$ cat src/rtl/fifo_rd_pkg.sv
// Shared types for the FIFO read-side drain controller.
// Used by fifo_rd_drain and fifo_rd_skid; FIFO_RD_CNT_EN lives in the top.
package fifo_rd_pkg;

    typedef enum logic [1:0] {
        IDLE  = 2'd0,
        RUN   = 2'd1,
        FLUSH = 2'd2
    } rd_state_t;

    typedef logic [1:0] occ_t;

    localparam int XFER_CNT_W = 16;

endpackage

$ cat src/rtl/fifo_rd_skid.sv
// Two-entry skid buffer: head_data is the oldest word, occ counts held words (0..2).
// clear drops both entries and takes priority over push/pop.
module fifo_rd_skid
    import fifo_rd_pkg::*;
#(
    parameter int WIDTH = 32
) (
    input  logic             clk,
    input  logic             rst,
    input  logic             push,
    input  logic [WIDTH-1:0] push_data,
    input  logic             pop,
    input  logic             clear,
    output occ_t             occ,
    output logic [WIDTH-1:0] head_data
);

    logic [WIDTH-1:0] tail_data;
    occ_t             occ_rem;

    // entries left once this cycle's pop has been taken; the pushed word lands behind them
    assign occ_rem = occ - occ_t'(pop);

    always_ff @(posedge clk or negedge rst) begin
        if (!rst) begin
            occ       <= '0;
            head_data <= '0;
            tail_data <= '0;
        end else if (clear) begin
            occ <= '0;
        end else begin
            occ <= occ_rem + occ_t'(push);
            if (pop) begin
                head_data <= tail_data;
            end
            if (push) begin
                if (occ_rem == '0) begin
                    head_data <= push_data;
                end else begin
                    tail_data <= push_data;
                end
            end
        end
    end

endmodule

$ cat src/rtl/fifo_rd_drain.sv
// Read-side FIFO drain: FSM, pull logic and flush counter in front of a skid buffer.
// Define FIFO_RD_CNT_EN to add the xfer_cnt delivered-word counter port.
module fifo_rd_drain
    import fifo_rd_pkg::*;
#(
    parameter int WIDTH = 32,
    parameter int DEPTH = 15
) (
    input  logic                  clk,
    input  logic                  rst,
    input  logic                  en,
    input  logic                  flush,
    input  logic                  fifo_empty,
    input  logic [WIDTH-1:0]      fifo_data,
    output logic                  fifo_pull,
    output logic                  out_valid,
    input  logic                  out_ready,
    output logic [WIDTH-1:0]      out_data,
    output logic                  flush_done,
    output logic                  busy
`ifdef FIFO_RD_CNT_EN
    ,
    output logic [XFER_CNT_W-1:0] xfer_cnt
`endif
);

    // state | meaning
    // IDLE  | no pulls; skid contents still presented
    // RUN   | pull into skid while it has room
    // FLUSH | pull and discard until empty or DEPTH pulls made
    localparam int FC_W = $clog2(DEPTH + 1);

    rd_state_t       state;
    rd_state_t       state_nxt;
    logic [FC_W-1:0] flush_cnt;
    logic            flush_hit;
    logic            clear;
    logic            done_nxt;
    logic            push;
    logic            accept;
    occ_t            occ;

    assign flush_hit = (flush_cnt >= FC_W'(DEPTH));
    assign push      = fifo_pull && (state == RUN);
    assign out_valid = (occ != '0);
    assign accept    = out_valid && out_ready;
    assign busy      = (state == FLUSH);

    always_ff @(posedge clk or negedge rst) begin
        if (!rst) begin
            state      <= IDLE;
            flush_cnt  <= '0;
            flush_done <= 1'b0;
        end else begin
            state      <= state_nxt;
            flush_done <= done_nxt;
            if (clear) begin
                flush_cnt <= '0;
            end else if (busy && fifo_pull) begin
                flush_cnt <= flush_cnt + 1'b1;
            end
        end
    end

    always_comb begin
        state_nxt = state;
        fifo_pull = 1'b0;
        clear     = 1'b0;
        done_nxt  = 1'b0;
        case (state)
            IDLE: begin
                if (flush) begin
                    state_nxt = FLUSH;
                    clear     = 1'b1;
                end else if (en) begin
                    state_nxt = RUN;
                end
            end
            RUN: begin
                fifo_pull = !fifo_empty && (occ < 2'd2);
                if (flush) begin
                    state_nxt = FLUSH;
                    clear     = 1'b1;
                end else if (!en) begin
                    state_nxt = IDLE;
                end
            end
            FLUSH: begin
                fifo_pull = !fifo_empty && !flush_hit;
                if (fifo_empty || flush_hit) begin
                    state_nxt = IDLE;
                    done_nxt  = 1'b1;
                end
            end
            default: state_nxt = IDLE;
        endcase
    end

`ifdef FIFO_RD_CNT_EN
    // counts deliveries only; flush leaves it alone, wraps naturally
    always_ff @(posedge clk or negedge rst) begin
        if (!rst) begin
            xfer_cnt <= '0;
        end else if (accept) begin
            xfer_cnt <= xfer_cnt + 1'b1;
        end
    end
`endif

    fifo_rd_skid #(
        .WIDTH (WIDTH)
    ) u_skid (
        .clk       (clk),
        .rst       (rst),
        .push      (push),
        .push_data (fifo_data),
        .pop       (accept),
        .clear     (clear),
        .occ       (occ),
        .head_data (out_data)
    );

endmodule

$ cat config.mk
export PLATFORM = sky130hd
export DESIGN_NAME = fifo_rd_drain
export DESIGN_NICKNAME = d
export VERILOG_FILES = /design/src/rtl/fifo_rd_pkg.sv /design/src/rtl/fifo_rd_skid.sv /design/src/rtl/fifo_rd_drain.sv
export SDC_FILE = /design/constraint.sdc
export NUM_CORES = 1
export LEC_CHECK = 0
export ABC_AREA = 1
export BUFFER_PORTS_ARGS = -buffer_cell sky130_fd_sc_hd__buf_2
export CAP_MARGIN = 20
export CORE_MARGIN = 10
export CORE_UTILIZATION = 30
export DETAILED_ROUTE_END_ITERATION = 8
export PLACE_DENSITY = 0.57
export SLEW_MARGIN = 20
export SYNTH_ARGS = -nofsm -noshare
export SYNTH_HDL_FRONTEND = slang
export SYNTH_SLANG_ARGS = --single-unit
$ cat constraint.sdc
create_clock -name clk -period 2.6 [get_ports clk]
set_input_delay 0.39 -clock clk [delete_from_list [all_inputs] [get_ports clk]]
set_output_delay 0.39 -clock clk [all_outputs]
set_load 0.03 [all_outputs]
# Yosys cells after proc, flatten, opt, wreduce, memory -nomap -nowiden
# Index checks and enable logic that the tools add are counted.
dict set report classes {
  add_sub_neg 3
  magnitude_cmp 2
  n_eq_ne 5
  mux 17
  bitwise 2
  n_reduce_logical 15
}
# cell n
set ops {}
lappend ops {{$mux 32} 3}
lappend ops {{$mux 2} 6}
lappend ops {{$mux 4} 2}
lappend ops {{$ne 3x3->1 const B} 2}
lappend ops {{$pmux 2 s3} 1}
lappend ops {{$reduce_and 3->1} 2}
lappend ops {{$logic_and 1x1->1} 5}
lappend ops {{$add 4x1->4 const B} 1}
lappend ops {{$ge 4x4->1 const B} 1}
lappend ops {{$logic_not 2->1} 2}
lappend ops {{$mux 1} 4}
lappend ops {{$reduce_bool 2->1} 2}
lappend ops {{$add 2x1->2} 1}
lappend ops {{$eq 2x1->1 const B} 1}
lappend ops {{$eq 2x2->1 const B} 1}
lappend ops {{$logic_not 1->1} 2}
lappend ops {{$lt 2x2->1 const B} 1}
lappend ops {{$ne 2x1->1 const B} 1}
lappend ops {{$not 1->1} 2}
lappend ops {{$pmux 1 s2} 1}
lappend ops {{$reduce_or 2->1} 1}
lappend ops {{$sub 2x1->2} 1}
lappend ops {{$logic_or 1x1->1} 1}
dict set report totals {
  register_bits 73
  inputBits 38
  output_inout_bits 36
  word_cells 50
}

# Longest topological paths before layout
# Gate-level depths: netlist of the first run.
dict set report logic_depth {
  ltp_word 7
  ltp_mapped 16
  depth_no_buf 13
}

# Hierarchy
# A second synthesis of the first run with hierarchy kept.
dict set report unflattened {
  hier_cells 496
  hier_area_um2 3923.8
}
# mod n_inst cells_per_inst area_each_um2
set modules_own_cells {}
lappend modules_own_cells {fifo_rd_skid 1 435 3440.8}
lappend modules_own_cells {fifo_rd_drain 1 61 483.0}

# Worst setup path before layout of the first run
# OpenSTA, ideal clock, no wires.
dict set report synth_timing {
  path_kind {register to register}
  start {reg u_skid.occ[1]}
  end {reg u_skid.head_data[28]}
  arrival_time_ps 2093
  setup_slack_ps 436
  stages_incl_launch_ff 15
  n_path_buf 3
  cell_sequence {dfrtp_1 -> inv_2 -> nand2_1 -> nand2_1 -> buf_6 -> buf_2 -> inv_1 -> ha_1 -> nand3_4 -> inv_1 -> nand3_4 -> buf_6 -> nand2_1 -> inv_2 -> nor2_1}
}
dict set report synth_via {
  elab_chain_cells 6
}
# element line_no
set synth_lines {}
lappend synth_lines {{from (decl)} fifo_rd_skid.sv:14} ;# output occ_t occ,
lappend synth_lines {{from (signal assigned)} fifo_rd_skid.sv:32} ;# occ <= occ_rem + occ_t'(push);
lappend synth_lines {{$reduce_bool 2->1 *} fifo_rd_drain.sv:45} ;# assign out_valid = (occ != '0);
lappend synth_lines {{via out_valid} fifo_rd_drain.sv:16} ;# output logic out_valid,
lappend synth_lines {{$logic_and 1x1->1 *} fifo_rd_drain.sv:46} ;# assign accept = out_valid && out_ready;
lappend synth_lines {{$sub 2x1->2} fifo_rd_skid.sv:22} ;# assign occ_rem = occ - occ_t'(pop);
lappend synth_lines {{$logic_not 2->1} fifo_rd_skid.sv:37} ;# if (occ_rem == '0) begin
lappend synth_lines {{$mux 32} fifo_rd_skid.sv:37}
lappend synth_lines {{$mux 32 *} fifo_rd_skid.sv:36} ;# if (push) begin
lappend synth_lines {{to (signal assigned)} fifo_rd_skid.sv:34} ;# head_data <= tail_data;
lappend synth_lines {{to (signal assigned)} fifo_rd_skid.sv:38} ;# head_data <= push_data;
lappend synth_lines {{to (decl)} fifo_rd_skid.sv:15} ;# output logic [WIDTH-1:0] head_data
# Mark *: on every way through the listed nets, which the timed path passes. The rest lies on a longest branch.
# A chain may end at the register's enable or synchronous reset.

# Final worst setup path of the first run
dict set report layout_timing {
  start {reg state[0]}
  end {out fifo_pull}
}
dict set report layout_via {
  elab_chain_cells 2
}
# element line_no
set layout_lines {}
lappend layout_lines {{from (decl)} fifo_rd_drain.sv:33} ;# rd_state_t state;
lappend layout_lines {{from (signal assigned)} fifo_rd_drain.sv:55} ;# state <= state_nxt;
lappend layout_lines {{$eq 2x2->1 / $eq 2x1->1 (equally long branches)} fifo_rd_drain.sv:70} ;# case (state)
lappend layout_lines {{$pmux 1 s2 *} fifo_rd_drain.sv:70}
lappend layout_lines {{to (decl)} fifo_rd_drain.sv:15} ;# output logic fifo_pull,
# Mark *: on every way between the ends. The rest lies on a longest branch, timed or not.

==> flow_summary.json, run 1 <==
{
  "ios": 74,
  "detail_route.first_pass.iterations": 4,
  "areaGrowthSynthToFinish_pct": 18.3,
  "finalSetupTns_ns": 0,
  "postCtsSetupBuffers": 0,
  "final_util_pct": 36.4,
  "timing.final.crit_share_pct": 92.0,
  "antenna_cells": 0,
  "critPathBufInv": 4,
  "worst_pin_slew_ns": 0.671,
  "num_rows": 44,
  "slowest_stage": "dfrtp_1",
  "ys_ff_latch": 73,
  "crit_chain": "inv_1 > ha_1 > inv_2 > nand2_2 > nand3_4 > nor2_8 > buf_4 > buf_2",
  "core_um2": 14600,
  "cts_hold_buf": 0,
  "worstReg2RegStart": "u_skid.occ[1]",
  "clockBufferDepth": 2,
  "h-tree-depth": 3,
  "die_h_um": 142,
  "insertion_delay_ns": 0.34,
  "wl_met1_um": 5470,
  "cts_inserted_buffers": 9,
  "syn_area_um2": 4490,
  "grt_pass1_wl_um": 19000,
  "ant_nets": 0,
  "multi_input_area_um2": 2010,
  "synthCells": 651,
  "drive_gt1_share_pct": 23.0,
  "io_buffers": 73,
  "slowest_delay_ns": 0.40,
  "drt-wirelength-per-cell_um": 12.5,
  "drt_iter0_markers": 180,
  "regArea_um2": 1830,
  "fp.dieW_um": 142,
  "critPathArrivalTime_ns": 2.00,
  "yosysWarnings": 0,
  "fin_skew_ns": 0.00694,
  "cts_root_buf": "clkbuf_16",
  "critPathCaptureType": "primary output",
  "drc_errors": 0,
  "grt_start_max_net_pins": 65,
  "status": "finished clean",
  "gp_congestion": 0.732,
  "power.leakage_nw": 3.17,
  "synth_fp_nets": 695,
  "worstPathRequired_ns": 2.21,
  "fmax_mhz": 418,
  "netlist.area_leader.share_pct": 40.7,
  "synth_area_leader_cell": "dfrtp_1",
  "grt_pass1_vias": 3666,
  "hold_class": "primary input to async pin",
  "rsz0062_at_grt": "no",
  "routed-wl-met2_um": 5050,
  "start_kind": "flop",
  "maxSlewViolCount": 0,
  "die_area_um2": 20300,
  "finalHoldViolCount": 0,
  "vias": 3902,
  "rrSetupSlack_ns": 0.53,
  "reg2reg_to": "u_skid.head_data[3]",
  "cts_tree": "built",
  "fill_cells": 1581,
  "synth_edf_count": 0,
  "clk_pin_slew_ns": 0.06,
  "synth.distinct_cells": 24,
  "ys_seq_area_share_pct": 40.7,
  "cp_max_fo": 18,
  "power_density_nw_per_um2": 1260,
  "reg2reg_depth": 11,
  "critPathKind": "flop to primary output",
  "vdd_drop_max_mv": 0.494,
  "synth_common_cells": "234 x nand2_1, 99 x nor2_1, 88 x inv_1, 73 x dfrtp_1, 38 x nand3_1",
  "gr-usage-all-layers_pct": 11.6,
  "setup_viol": 0,
  "antenna_found_initial": 0,
  "synth_most_common_cell": "nand2_1",
  "maxCapViolCount": 0,
  "avgSynthCellArea_um2": 6.89,
  "finalCriticalPeriod_ns": 2.39,
  "synthArstFlopShare_pct": 100,
  "synthTopCellsByArea": "dfrtp_1 41%, nand2_1 20%, nor2_1 8.3%",
  "start_util_pct": 30.8,
  "cts_resized": 0,
  "overflow": 0,
  "cp_top_family": "buffers and inverters",
  "slew-limit-headroom_pct": 55.3,
  "wl_met3_um": 645,
  "wl_um": 11300,
  "dpl.hpwl_um": 7590,
  "cts_sinks": 73,
  "avgViaCountPerCell": 4.33,
  "fin_nets": 757,
  "synth-main-ff-cell": "dfrtp_1",
  "highest_layer": "met4"
}
-- how the worst max path moves through the flow --
stage | startpoint | end | slack, ns | depth (start not counted)
detailed placement | u_skid.occ[1] | u_skid.head_data[20] | 0.48 | 11
global route | state[0] | fifo_pull | 0.04 | 8
global placement | u_skid.occ[1] | u_skid.head_data[29] | 0.53 | 11
floorplan | u_skid.occ[1] | u_skid.head_data[28] | 0.44 | 14
CTS | state[0] | fifo_pull | 0.16 | 8
finish | state[0] | fifo_pull | 0.21 | 8
-- stage by stage --
| step | cells | setup slack [ns] | area (um2) | hold WS, ns | total power, mW |
|---|---|---|---|---|---|
| after floorplan | 651 | 0.436 | 4490 | 0.0944 | 4.50 |
| after global placement | 886 | 0.529 | 4960 | 0.456 | 5.28 |
| after detailed placement | 886 | 0.476 | 4960 | 0.456 | 5.29 |
| after CTS | 902 | 0.164 | 5310 | 0.0856 | 6.79 |
| after global routing | 902 | 0.0368 | 5310 | 0.108 | 7.30 |
| final | 902 | 0.209 | 5310 | 0.0559 | 6.68 |
-- area by class of cell --
cell class              count  share of cell area [%]
clock inverters             5                    1.93
multi-input cells         433                    37.9
repair buffers             83                    8.82
clock buffers              11                    4.57
inverters                 113                    7.99
flip-flops and latches     73                    34.4
well taps                 184                    4.34
-- kinds of logic after synthesis --
group / synth area share [%]
compound gates: 7.55
xor+xnor: 0.195
fa+ha+maj: 1.67
buf+inv: 14.7
flops: 40.7
simple gates: 35.2
-- where the power goes --
group | internal (mW) | switching [mW] | leakage, nW | total, mW
Combinational | 1.06 | 2.27 | 2.06 | 3.33
Clock | 0.963 | 0.497 | 0.166 | 1.46
Sequential | 1.63 | 0.260 | 0.952 | 1.89
Total | 3.66 | 3.03 | 3.17 | 6.68
-- worst reg2reg max path, stage by stage (launching register included) --
cell,delay (ns)
dfrtp_1,0.41
inv_2,0.07
nand2_1,0.07
nand2_2,0.07
inv_1,0.04
ha_1,0.32
nand3_4,0.19
inv_1,0.15
nand3_4,0.35
nand2_1,0.22
inv_2,0.04
nor2_1,0.08
-- sequential cells by signal, indices dropped and copies added, names as in the netlist --
signal            count
u_skid.head_data     32
flush_cnt             4
u_skid.tail_data     32
state                 2
flush_done            1
u_skid.occ            2
-- metal layers --
| metal | track usage (%) | vias to the layer above |
|---|---|---|
| li1 | - | 2049 |
| met1 | 15.3 | 1748 |
| met2 | 17.9 | 89 |
| met3 | 3.47 | 16 |
| met4 | 3.51 | 0 |
| met5 | 0 | - |
-- cells in the final DEF, fill, tap and decap left out, types with 2 or more instances in the layout --
master	count
nand3_1	38
inv_1	88
nor2_4	2
o21ai_0	6
o21ai_1	3
nand3_4	4
buf_4	9
a21oi_1	3
buf_2	72
nand2_2	3
bufinv_16	3
buf_12	2
o21ai_2	30
nor2_1	99
nand2_1	233
dfrtp_1	73
clkbuf_16	9
ha_1	6
inv_2	25
(Power assumes the default switching activity.)
==> run 2: changes to the inputs <==
CELL_PAD_IN_SITES_DETAIL_PLACEMENT = 0   (was default)
CELL_PAD_IN_SITES_GLOBAL_PLACEMENT = 2   (was default)
PLACE_DENSITY = 0.86   (was 0.57)
==> run 2 against run 1 <==
  * Clock skew up 0.0027 ns
  * Die area unchanged
  * Sequential power about the same
  * Worst hold slack better by 0.011 ns
  * Critical path depth up 3
  * Sequential share of layout area up 0.065 points
  * Clock power down 7%
  * Utilization down 0.069 points
  * Sequential cell count unchanged
  * Highest routed layer unchanged
==> flow_summary.json, run 2 (synthesized netlist as in run 1, its figures left out) <==
{
  "finalCriticalPeriod_ns": 2.18,
  "die_area_um2": 20300,
  "clk_pin_slew_ns": 0.06,
  "ant_nets": 0,
  "postCtsSetupBuffers": 0,
  "drt-wirelength-per-cell_um": 13.9,
  "cp.depth": 11,
  "worst_pin_slew_ns": 0.723,
  "dpl.hpwl_um": 8190,
  "dp.cells": 887,
  "cts_inserted_buffers": 9,
  "preCtsSetupSlack_ns": 0.392,
  "hold_class": "primary input to async pin",
  "finalSetupTns_ns": 0,
  "io_buffers": 73,
  "start_util_pct": 30.8,
  "core_um2": 14600,
  "drt_iter0_markers": 160,
  "reg.largest.list": "u_skid.head_data x32, u_skid.tail_data x32, flush_cnt x4",
  "clkPwrFrac_pct": 20.5,
  "die_h_um": 142,
  "cts_root_buf": "clkbuf_16",
  "maxCapViolCount": 0,
  "detail_route.first_pass.iterations": 4,
  "gp_congestion": 0.763,
  "cts_hold_buf": 0,
  "swShare_pct": 46.2,
  "critPathArrivalTime_ns": 2.45,
  "cp_max_fo": 32,
  "ios": 74,
  "finalNonFillerCells": 903,
  "grt_pass1_vias": 3942,
  "fin_nets": 758,
  "vias": 3947,
  "status": "finished clean",
  "h-tree-depth": 3,
  "slew-limit-headroom_pct": 51.8,
  "clockBufferDepth": 2,
  "critPathCaptureType": "flop",
  "slowest_delay_ns": 0.40,
  "power.leakage_nw": 3.18,
  "maxSlewViolCount": 0,
  "seqPwrFrac_pct": 28.7,
  "p_int_mw": 3.58,
  "timing.final.crit_share_pct": 83.7,
  "final_cell_mix": "233 x nand2_1, 99 x nor2_1, 88 x inv_1",
  "rsz0062_at_grt": "no",
  "layout.cells.most_common": "nand2_1",
  "drc_errors": 0,
  "fmax_mhz": 459,
  "worstPathRequired_ns": 2.87,
  "slowest_stage": "dfrtp_1",
  "design_area_um2": 5300,
  "holdWs_ns": 0.0667,
  "reg2reg_depth": 11,
  "drive_gt1_share_pct": 23.1,
  "grt_pass1_wl_um": 20500,
  "cp_top_family": "simple AND/OR/NAND/NOR gates",
  "start_kind": "flop",
  "critPathBufInv": 4,
  "pwr-share-comb_pct": 50.8,
  "areaGrowthSynthToFinish_pct": 18.0,
  "fin_skew_ns": 0.00968,
  "cts_tree": "built",
  "fp.dieW_um": 142,
  "place_area_um2": 4970,
  "fill_cells": 1566,
  "gr-usage-all-layers_pct": 12.7,
  "overflow": 0,
  "wl_um": 12600,
  "antenna_cells": 0,
  "critPathKind": "flop to flop",
  "power.switching_mw": 3.07,
  "vdd_drop_max_mv": 0.858,
  "cts_resized": 0,
  "avgViaCountPerCell": 4.37,
  "insertion_delay_ns": 0.34,
  "setup_viol": 0,
  "power_density_nw_per_um2": 1260,
  "cts_sinks": 73,
  "num_rows": 44,
  "antenna_found_initial": 0,
  "finalHoldViolCount": 0,
  "crit_chain": "inv_1 > ha_1 > inv_2 > nand2_2 > nand3_4 > nor2_8 > buf_4 > nand3_4 > nand2_1 > inv_2 > nor2_1",
  "grt_start_max_net_pins": 65,
  "setup_ws_ns": 0.423
}
==> run 2: per-layer routing <==
layer	part of all wire, %	routed length [um]	GRT usage, %
met4	1.8	221	4.37
met3	5.2	651	3.70
met5	0	0	0
met2	47	5920	20.4
met1	46	5760	16.0
==> run 2: stage by stage <==
step	util [%]	power, mW
floorplan	-	4.50
global placement	34.1	5.28
detailed placement	34.1	5.37
CTS	36.3	6.78
global route	36.3	7.28
finish	36.3	6.65
==> run 2: cell type report <==
type / count / area [um2] / area share (%)
Multi-Input combinational cell: 433 / 2010 / 38.0
Sequential cell: 73 / 1830 / 34.5
Timing Repair Buffer: 84 / 475 / 8.97
Inverter: 113 / 424 / 8.01
Clock buffer: 15 / 298 / 5.62
Tap cell: 184 / 230 / 4.35
Clock inverter: 1 / 30.0 / 0.567
==> run 2: power by group through the flow <==
stage	sequential, mW	combinational (mW)	clock, mW
final	1.91	3.38	1.36
after CTS	1.91	3.44	1.42
after detailed placement	1.93	3.44	0
after global routing	1.97	3.86	1.46
after floorplan	2.32	2.18	0
after global placement	1.92	3.36	0
==> run 2: worst paths after layout <==
check                                     start                    to  slack (ns)
setup reg to reg                       state[0]  u_skid.head_data[10]        0.42
hold / removal                              rst   u_skid.tail_data[8]        0.07
max in group asynchronous                   rst  u_skid.head_data[26]        1.85
setup / recovery                       state[0]  u_skid.head_data[10]        0.42
min in group clk                  fifo_data[12]  u_skid.tail_data[12]        0.30
hold reg to reg            u_skid.tail_data[10]  u_skid.tail_data[10]        0.48
